--- src/rtl/sr_driver_pkg.sv ---
// Shared types and constants for the SR latch driver.
package sr_driver_pkg;

  typedef enum logic [2:0] {
    StIdle,
    StDrive,
    StSettle,
    StCheck,
    StDone,
    StErr
  } state_e;

  // SR commands, ordered {s, r}
  localparam logic [1:0] SR_HOLD = 2'b00;
  localparam logic [1:0] SR_RST  = 2'b01;
  localparam logic [1:0] SR_SET  = 2'b10;
  localparam logic [1:0] SR_BAD  = 2'b11;

  localparam int unsigned RETRY_W = 3;
  localparam int unsigned TIMER_W = 4;

  // Command that drives the latch towards the target value
  function automatic logic [1:0] sr_drive_cmd(input logic target);
    return target ? SR_SET : SR_RST;
  endfunction

endpackage

--- src/rtl/sr_driver_timer.sv ---
// Loadable down-counter timing the DRIVE and SETTLE phases; holds at zero.
module sr_driver_timer
  import sr_driver_pkg::*;
(
  input  logic               clk,
  input  logic               reset,
  input  logic               load,
  input  logic [TIMER_W-1:0] load_val,
  output logic               zero
);

  logic [TIMER_W-1:0] cnt_q, cnt_d;

  // Next count: load wins, otherwise count down until zero
  always_comb begin
    cnt_d = cnt_q;
    if (load) begin
      cnt_d = load_val;
    end else if (cnt_q != '0) begin
      cnt_d = cnt_q - 1'b1;
    end
  end

  // Count register with synchronous clear
  always_ff @(posedge clk) begin
    if (reset) begin
      cnt_q <= '0;
    end else begin
      cnt_q <= cnt_d;
    end
  end

  assign zero = (cnt_q == '0);

endmodule

--- src/rtl/sr_driver.sv ---
// SR latch write driver: pulses s or r, lets the latch settle, optionally
// verifies the readback and retries. Readback/retry/ERR are built only when
// SR_DRIVER_READBACK_EN is defined.
module sr_driver
  import sr_driver_pkg::*;
#(
  parameter int unsigned PULSE_CYC  = 2,
  parameter int unsigned SETTLE_CYC = 1,
  parameter int unsigned MAX_RETRY  = 3
) (
  input  logic clk,
  input  logic reset,
  input  logic req_valid,
  output logic req_ready,
  input  logic req_data,
  input  logic q_fb,
  output logic s,
  output logic r,
  output logic done,
  output logic err
);

  // Timer counts down to zero, so load duration minus one
  localparam logic [TIMER_W-1:0] PulseLoad  = TIMER_W'(PULSE_CYC - 1);
  localparam logic [TIMER_W-1:0] SettleLoad = TIMER_W'(SETTLE_CYC - 1);

  state_e             state_q, state_d;
  logic               target_q, target_d;
  logic               timer_load, timer_zero;
  logic [TIMER_W-1:0] timer_val;
  logic [1:0]         sr_cmd;
  logic               accept;

`ifdef SR_DRIVER_READBACK_EN
  logic [RETRY_W-1:0] retry_q, retry_d;
`else
  logic               unused_q_fb;
  logic [RETRY_W-1:0] unused_retry_cfg;
  assign unused_q_fb      = q_fb;
  assign unused_retry_cfg = RETRY_W'(MAX_RETRY);
`endif

  assign req_ready = (state_q == StIdle) && !reset;
  assign accept    = req_valid && req_ready;

  // Never let the forbidden s=r=1 reach the pins
  assign {s, r} = (sr_cmd == SR_BAD) ? SR_HOLD : sr_cmd;

  // Next-state, timer control and outputs
  always_comb begin
    state_d    = state_q;
    target_d   = target_q;
    timer_load = 1'b0;
    timer_val  = '0;
    sr_cmd     = SR_HOLD;
    done       = 1'b0;
    err        = 1'b0;
`ifdef SR_DRIVER_READBACK_EN
    retry_d    = retry_q;
`endif
    unique case (state_q)
      StIdle: begin
        if (accept) begin
          target_d   = req_data;
          timer_load = 1'b1;
          timer_val  = PulseLoad;
          state_d    = StDrive;
`ifdef SR_DRIVER_READBACK_EN
          retry_d    = '0;
`endif
        end
      end
      StDrive: begin
        sr_cmd = sr_drive_cmd(target_q);
        if (timer_zero) begin
          timer_load = 1'b1;
          timer_val  = SettleLoad;
          state_d    = StSettle;
        end
      end
      StSettle: begin
        if (timer_zero) begin
`ifdef SR_DRIVER_READBACK_EN
          state_d = StCheck;
`else
          state_d = StDone;
`endif
        end
      end
      StCheck: begin
`ifdef SR_DRIVER_READBACK_EN
        if (q_fb == target_q) begin
          state_d = StDone;
        end else if (retry_q < RETRY_W'(MAX_RETRY)) begin
          retry_d    = retry_q + 1'b1;
          timer_load = 1'b1;
          timer_val  = PulseLoad;
          state_d    = StDrive;
        end else begin
          state_d = StErr;
        end
`else
        state_d = StIdle;
`endif
      end
      StDone: begin
        done    = 1'b1;
        state_d = StIdle;
      end
      StErr: begin
`ifdef SR_DRIVER_READBACK_EN
        done = 1'b1;
        err  = 1'b1;
`endif
        state_d = StIdle;
      end
      default: state_d = StIdle;
    endcase
  end

  // State registers with synchronous reset
  always_ff @(posedge clk) begin
    if (reset) begin
      state_q  <= StIdle;
      target_q <= 1'b0;
`ifdef SR_DRIVER_READBACK_EN
      retry_q  <= '0;
`endif
    end else begin
      state_q  <= state_d;
      target_q <= target_d;
`ifdef SR_DRIVER_READBACK_EN
      retry_q  <= retry_d;
`endif
    end
  end

  sr_driver_timer u_timer (
    .clk      (clk),
    .reset    (reset),
    .load     (timer_load),
    .load_val (timer_val),
    .zero     (timer_zero)
  );

endmodule

--- config.mk ---
export PLATFORM = sky130hd
export DESIGN_NAME = sr_driver
export DESIGN_NICKNAME = d
export VERILOG_FILES = /design/src/rtl/sr_driver_pkg.sv /design/src/rtl/sr_driver_timer.sv /design/src/rtl/sr_driver.sv
export SDC_FILE = /design/constraint.sdc
export NUM_CORES = 1
export LEC_CHECK = 0
export CAP_MARGIN = 40
export CORE_AREA = 3 3 40 42
export CTS_CLUSTER_SIZE = 24
export DETAILED_ROUTE_END_ITERATION = 8
export DIE_AREA = 0 0 43 45
export HOLD_SLACK_MARGIN = 0.02
export PLACE_DENSITY_LB_ADDON = 0.08
export SLEW_MARGIN = 20
export SYNTH_ARGS = -nofsm -noshare
export SYNTH_HDL_FRONTEND = slang
export SYNTH_HIERARCHICAL = 1
export SYNTH_SLANG_ARGS = --single-unit
--- constraint.sdc ---
create_clock -name clk -period 2.5 [get_ports clk]
set_clock_uncertainty 0.15 [all_clocks]
set_input_delay 0.5 -clock clk [delete_from_list [all_inputs] [get_ports clk]]
set_output_delay 0.5 -clock clk [all_outputs]
set_load 0.05 [all_outputs]
Yosys cells after proc, flatten, opt, wreduce, memory -nomap -nowiden. Cells that the tools add are included.

Bits in registers: 8. Bits in read-only memories: 0. Bits in writable memories: 0. Input port bits: 5. Bits in latches: 0. Memories: 0.

Divide/modulo/power cells: 0. Reductions and logical operators: 9. $add $sub $neg: 1. Mux-type cells: 15. Order comparisons: 0. Eq/ne operators: 7. Multipliers: 0. Shifts and indexed selects: 0. Bitwise gates (word level): 0.

Operators with widths (number): 3-bit 2-to-1 mux (3); 3-bit one-hot mux with 3 select lines (1); 4-bit 2-to-1 mux (2); 2-bit 2-to-1 mux (3); 2-bit inequality test, second input constant (3); 1-bit 2-to-1 mux (5); 4-bit logical NOT (1); 4-bit nonzero test (1); 4-bit by 1-bit subtractor with 4-bit output, second input constant (1); 3-bit by 1-bit == test with 1-bit output, second input constant (1); 3-bit by 2-bit == test with 1-bit output, second input constant (1); 3-bit == test, second input constant (1); 3-bit logical NOT (1); 3-bit AND reduction (1); 2-bit == test, second input constant (1); 1-bit logical AND (2); 1-bit one-hot mux with 2 select lines (1); 2-bit AND reduction (1); 2-bit nonzero test (1); 1-bit logical NOT (1).

Depth between registers and ports, before layout.
Word-level depth: 6. Gate-level depth with buffers: 7. Mapped depth without buffers: 7.

Hierarchy. The synthesis kept the hierarchy.

By module, submodules not included: sr_driver (area each 264.0 um^2, cells each 29, seq. area each 80.1 um^2, instances 1); sr_driver_timer (area each 229.0 um^2, cells each 24, seq. area each 80.1 um^2, instances 1).

Least setup slack after synthesis. OpenSTA, ideal clock, no wires.

Path kind: register to output. Start point: register state_q[1]. End point: output r. Data arrival time: 2.080 ns. Cell stages (with the launch flop): 3. Setup slack: -0.230 ns. Required time: 1.850 ns. Cell sequence: dfxtp_1 > buf_2 > nor4b_1.

Word-level cells in the longest chain between the ends: 4.

Ends and longest elaborated chain: start: declaration (line sr_driver.sv:27) `state_e state_q, state_d;`; start signal: assignment (line sr_driver.sv:124) `state_q <= StIdle;`; start signal: assignment (line sr_driver.sv:130) `state_q <= state_d;`; 3-bit by 1-bit == test with 1-bit output * (line sr_driver.sv:61) `unique case (state_q)`; 2-bit 2-to-1 mux * (line sr_driver.sv:61); 2-bit == test (line sr_driver.sv:47) `assign {s, r} = (sr_cmd == SR_BAD) ? SR_HOLD : sr_cmd;`; 2-bit 2-to-1 mux * (line sr_driver.sv:47); end: declaration (line sr_driver.sv:18) `output logic r,`.

Every way passes the cells marked *; elsewhere a longest branch is shown, timed or not.

Final worst setup path.
Start point: input reset. End point: output req_ready.

Word-level cells in the longest chain between the ends: 2.

Ends and longest elaborated chain: start: declaration (line sr_driver.sv:12) `input logic reset,`; 1-bit logical NOT (line sr_driver.sv:43) `assign req_ready = (state_q == StIdle) && !reset;`; 1-bit logical AND (line sr_driver.sv:43); end: declaration (line sr_driver.sv:14) `output logic req_ready,`.

No other way between the ends.

==> run_results.csv <==
group,metric,value,unit
run_status,outcome,"finished clean",
clock_tree,cts_resized,0,
sta,layout_setup_ws,0.348,ns
detailed_routing,drt_iter0_drc,5,
global_routing,grt_max_degree,13,
yosys,synth_flop_cell,"dfxtp_1",
power_and_ir_drop,ir_drop,0.395,mV
yosys,syn-cell-area,493,µm²
clock_tree,root_buffer,"clkbuf_4",
final_layout,drive_gt1_share,31.3,%
clock_tree,cts.sink_count,8,
sta,fin_crit_sh,86.1,%
power_and_ir_drop,finalPower,0.000647,W
global_routing,grt_pass1_wl,1.55,mm
final_layout,num_antenna_cells,0,
yosys,synthTopCellsByArea,"dfxtp_1 32%, nand2_1 3.8%, nor3b_4 3.8%, nor4b_1 3.6%, or3b_1 3.6%",
final_layout,syn2layout_area_growth,29.2,%
yosys,avgSynthCellArea,9.30,µm²
detailed_routing,antenna_left,0,
clock_tree,cts_buffer_depth,2,
clock_tree,cts_tree,"yes",
floorplanning,die_w,43,µm
detailed_routing,drt-met1-wl,495,µm
yosys,yosysSeqAreaShare,32.5,%
floorplanning,die-area,1940,µm²
yosys,synthCells,53,
clock_tree,holdBufCountCts,0,
final_layout,nNetsFinal,75,
place,io_buffers,7,
floorplanning,die-height,45,µm
yosys,post-synth-top-area-fraction,32.5,%
clock_tree,numCtsBuffers,3,
sta,setup_viol,0,
clock_tree,cts_max_level,1,
detailed_routing,firstDrtPassIters,3,
yosys,synth_common_cells,"8 x dfxtp_1, 5 x nand2_1",
floorplanning,fp-row-count,13,
power_and_ir_drop,p_seq_share,33.2,%
detailed_routing,routed.top_layer,"met4",
min_path,hp-class,"reg -> reg",
yosys,yosysTopAreaCell,"dfxtp_1",
clock_tree,path_clk_slew,0.06,ns
detailed_routing,viasPerCell,4.88,
critical_path,crit_arrival,1.50,ns
power_and_ir_drop,p_per_area,1020,nW/µm²
detailed_routing,dr_wl_met2,422,µm
sta,rsz0062_at_grt,"no",
yosys,synth_edf_count,0,
critical_path,required,1.85,ns
power_and_ir_drop,clock_power_share,15.5,%
place,post-place-ws,0.303,ns
yosys,synth_cell_type_count,33,
global_routing,grt_use_total,11.0,%
sta,fin_setup_tns,0,ns
detailed_routing,routed_wl,974,µm
flow_run,maxCapViolations,0,
detailed_routing,routed-wl-met3,43,µm
critical_path,critPathKind,"in -> out",
power_and_ir_drop,intPower,0.000393,W
floorplanning,start_util,38.4,%
detailed_routing,vias,400,
critical_path,cp-end-kind,"primary output",
global_routing,grt_overflow_total,0,
clock_tree,cts_setup_buffers,0,
power_and_ir_drop,p_sw,0.000254,W
sta,period_minus_slack,2.15,ns
clock_tree,clkLatencyLatePin,0.25,ns
final_layout,fill_cells,121,
place,dpl.hpwl,711,µm
critical_path,worstSetupStartpointType,"input pin",
power_and_ir_drop,leakagePower,0.248,nW
yosys,synth-async-reset-ratio,0,%
yosys,ys_ff_latch,8,
sta,clock.fmax,465,MHz
yosys,yosys_warnings,6,
floorplanning,ios,10,
place,gp_congestion,0.711,
sta,hold_viol,0,
floorplanning,core_area,1280,µm²
power_and_ir_drop,pwr-share-comb,51.3,%
global_routing,grt_pass1_vias,347,
yosys,yosysMostFrequentCell,"dfxtp_1",
sta,drv_slew,0,
power_and_ir_drop,sw_frac_of_total,39.3,%
detailed_routing,wl_per_cell,11.9,µm
critical_path,critical_path.max_fanout,4,
global_routing,antenna_found_initial,0,
detailed_routing,drcViolationCount,0,
-- layout make-up --
| type | instances | area (µm²) | area share (%) |
|---|---|---|---|
| tap | 15 | 18.8 | 2.95 |
| sequential | 8 | 160 | 25.1 |
| multi-input combinational | 43 | 325 | 51.1 |
| inverter | 2 | 7.51 | 1.18 |
| timing repair buffer | 11 | 103 | 16.1 |
| clock buffer | 3 | 22.5 | 3.54 |
-- worst max-delay path, cell delays in order --
cell and delay, ns:
clkdlybuf4s50_1 0.48, nor4_2 0.33, buf_12 0.19
-- layout by cell type, fill, tap and decap left out, drive strengths merged --
| cell | count |
|---|---|
| mux2i | 1 |
| or2b | 1 |
| nor3b | 2 |
| inv | 2 |
| ha | 1 |
| nor4b | 2 |
| buf | 8 |
| nor2b | 2 |
| a2111oi | 1 |
| conb | 4 |
| a21boi | 1 |
| clkbuf | 3 |
| nand3b | 1 |
| a211oi | 1 |
| and3 | 1 |
| o32ai | 1 |
| or3b | 2 |
| xnor2 | 2 |
| nand2 | 5 |
| or2 | 1 |
| nor3 | 3 |
| mux2 | 1 |
| dfxtp | 8 |
| nor4 | 2 |
| o22ai | 2 |
| and3b | 1 |
| and2 | 1 |
| clkdlybuf4s50 | 3 |
| nor2 | 1 |
| nand2b | 3 |
-- worst paths after layout --
kind / start / endpoint / slack [ns] / cells after the start
worst max-delay path: reset / req_ready / 0.35 / 3
worst min-delay path: target_q$_SDFFE_PP0P_ / target_q$_SDFFE_PP0P_ / 0.35 / 2
worst max register to register: u_timer/cnt_q[0]$_SDFFE_PP0P_ / u_timer/cnt_q[3]$_SDFFE_PP0P_ / 0.53 / 8
worst min register to register: target_q$_SDFFE_PP0P_ / target_q$_SDFFE_PP0P_ / 0.35 / 2
-- kinds of logic (layout without fill, tap and decap cells) --
logic type | Yosys count | in the layout | synth area share [%]
AND/OR/NAND/NOR | 28 | 28 | 39.6
flip-flops | 8 | 8 | 32.5
AO/OA/AOI/OAI | 6 | 6 | 10.4
buffers and inverters | 5 | 16 | 6.35
XOR/XNOR | 2 | 2 | 3.55
multiplexers | 2 | 2 | 4.31
adder cells (fa/ha/maj) | 1 | 1 | 2.54
other | 1 | 4 | 0.761
-- state kept, by name (all words and copies together) (netlist names) --
signal	flops
u_timer/cnt_q	4
target_q	1
state_q	3
-- through the flow --
step                cell area [µm²]  util (%)  instances  hold slack (ns)
floorplan                       517         -         56            0.317
global placement                614      47.8         79            0.340
detailed placement              614      47.8         79            0.350
CTS                             637      49.6         82            0.358
global route                    637      49.6         82            0.383
finish                          637      49.6         82            0.346
-- power by group through the flow --
stage / registers (W) / logic, W / clock network (W)
floorplan: 0.000195 / 0.000275 / 0
global placement: 0.000217 / 0.000328 / 0
detailed placement: 0.000217 / 0.000332 / 0
CTS: 0.000214 / 0.000335 / 0.000106
global route: 0.000221 / 0.000364 / 0.000113
finish: 0.000215 / 0.000332 / 0.000100
-- layer usage --
layer | vias to the layer above | track usage, %
li1 | 213 | -
met2 | 7 | 15.0
met5 | - | 0
met1 | 178 | 15.5
met4 | 0 | 5.42
met3 | 2 | 3.59
Power figures use the tool's default switching activity.
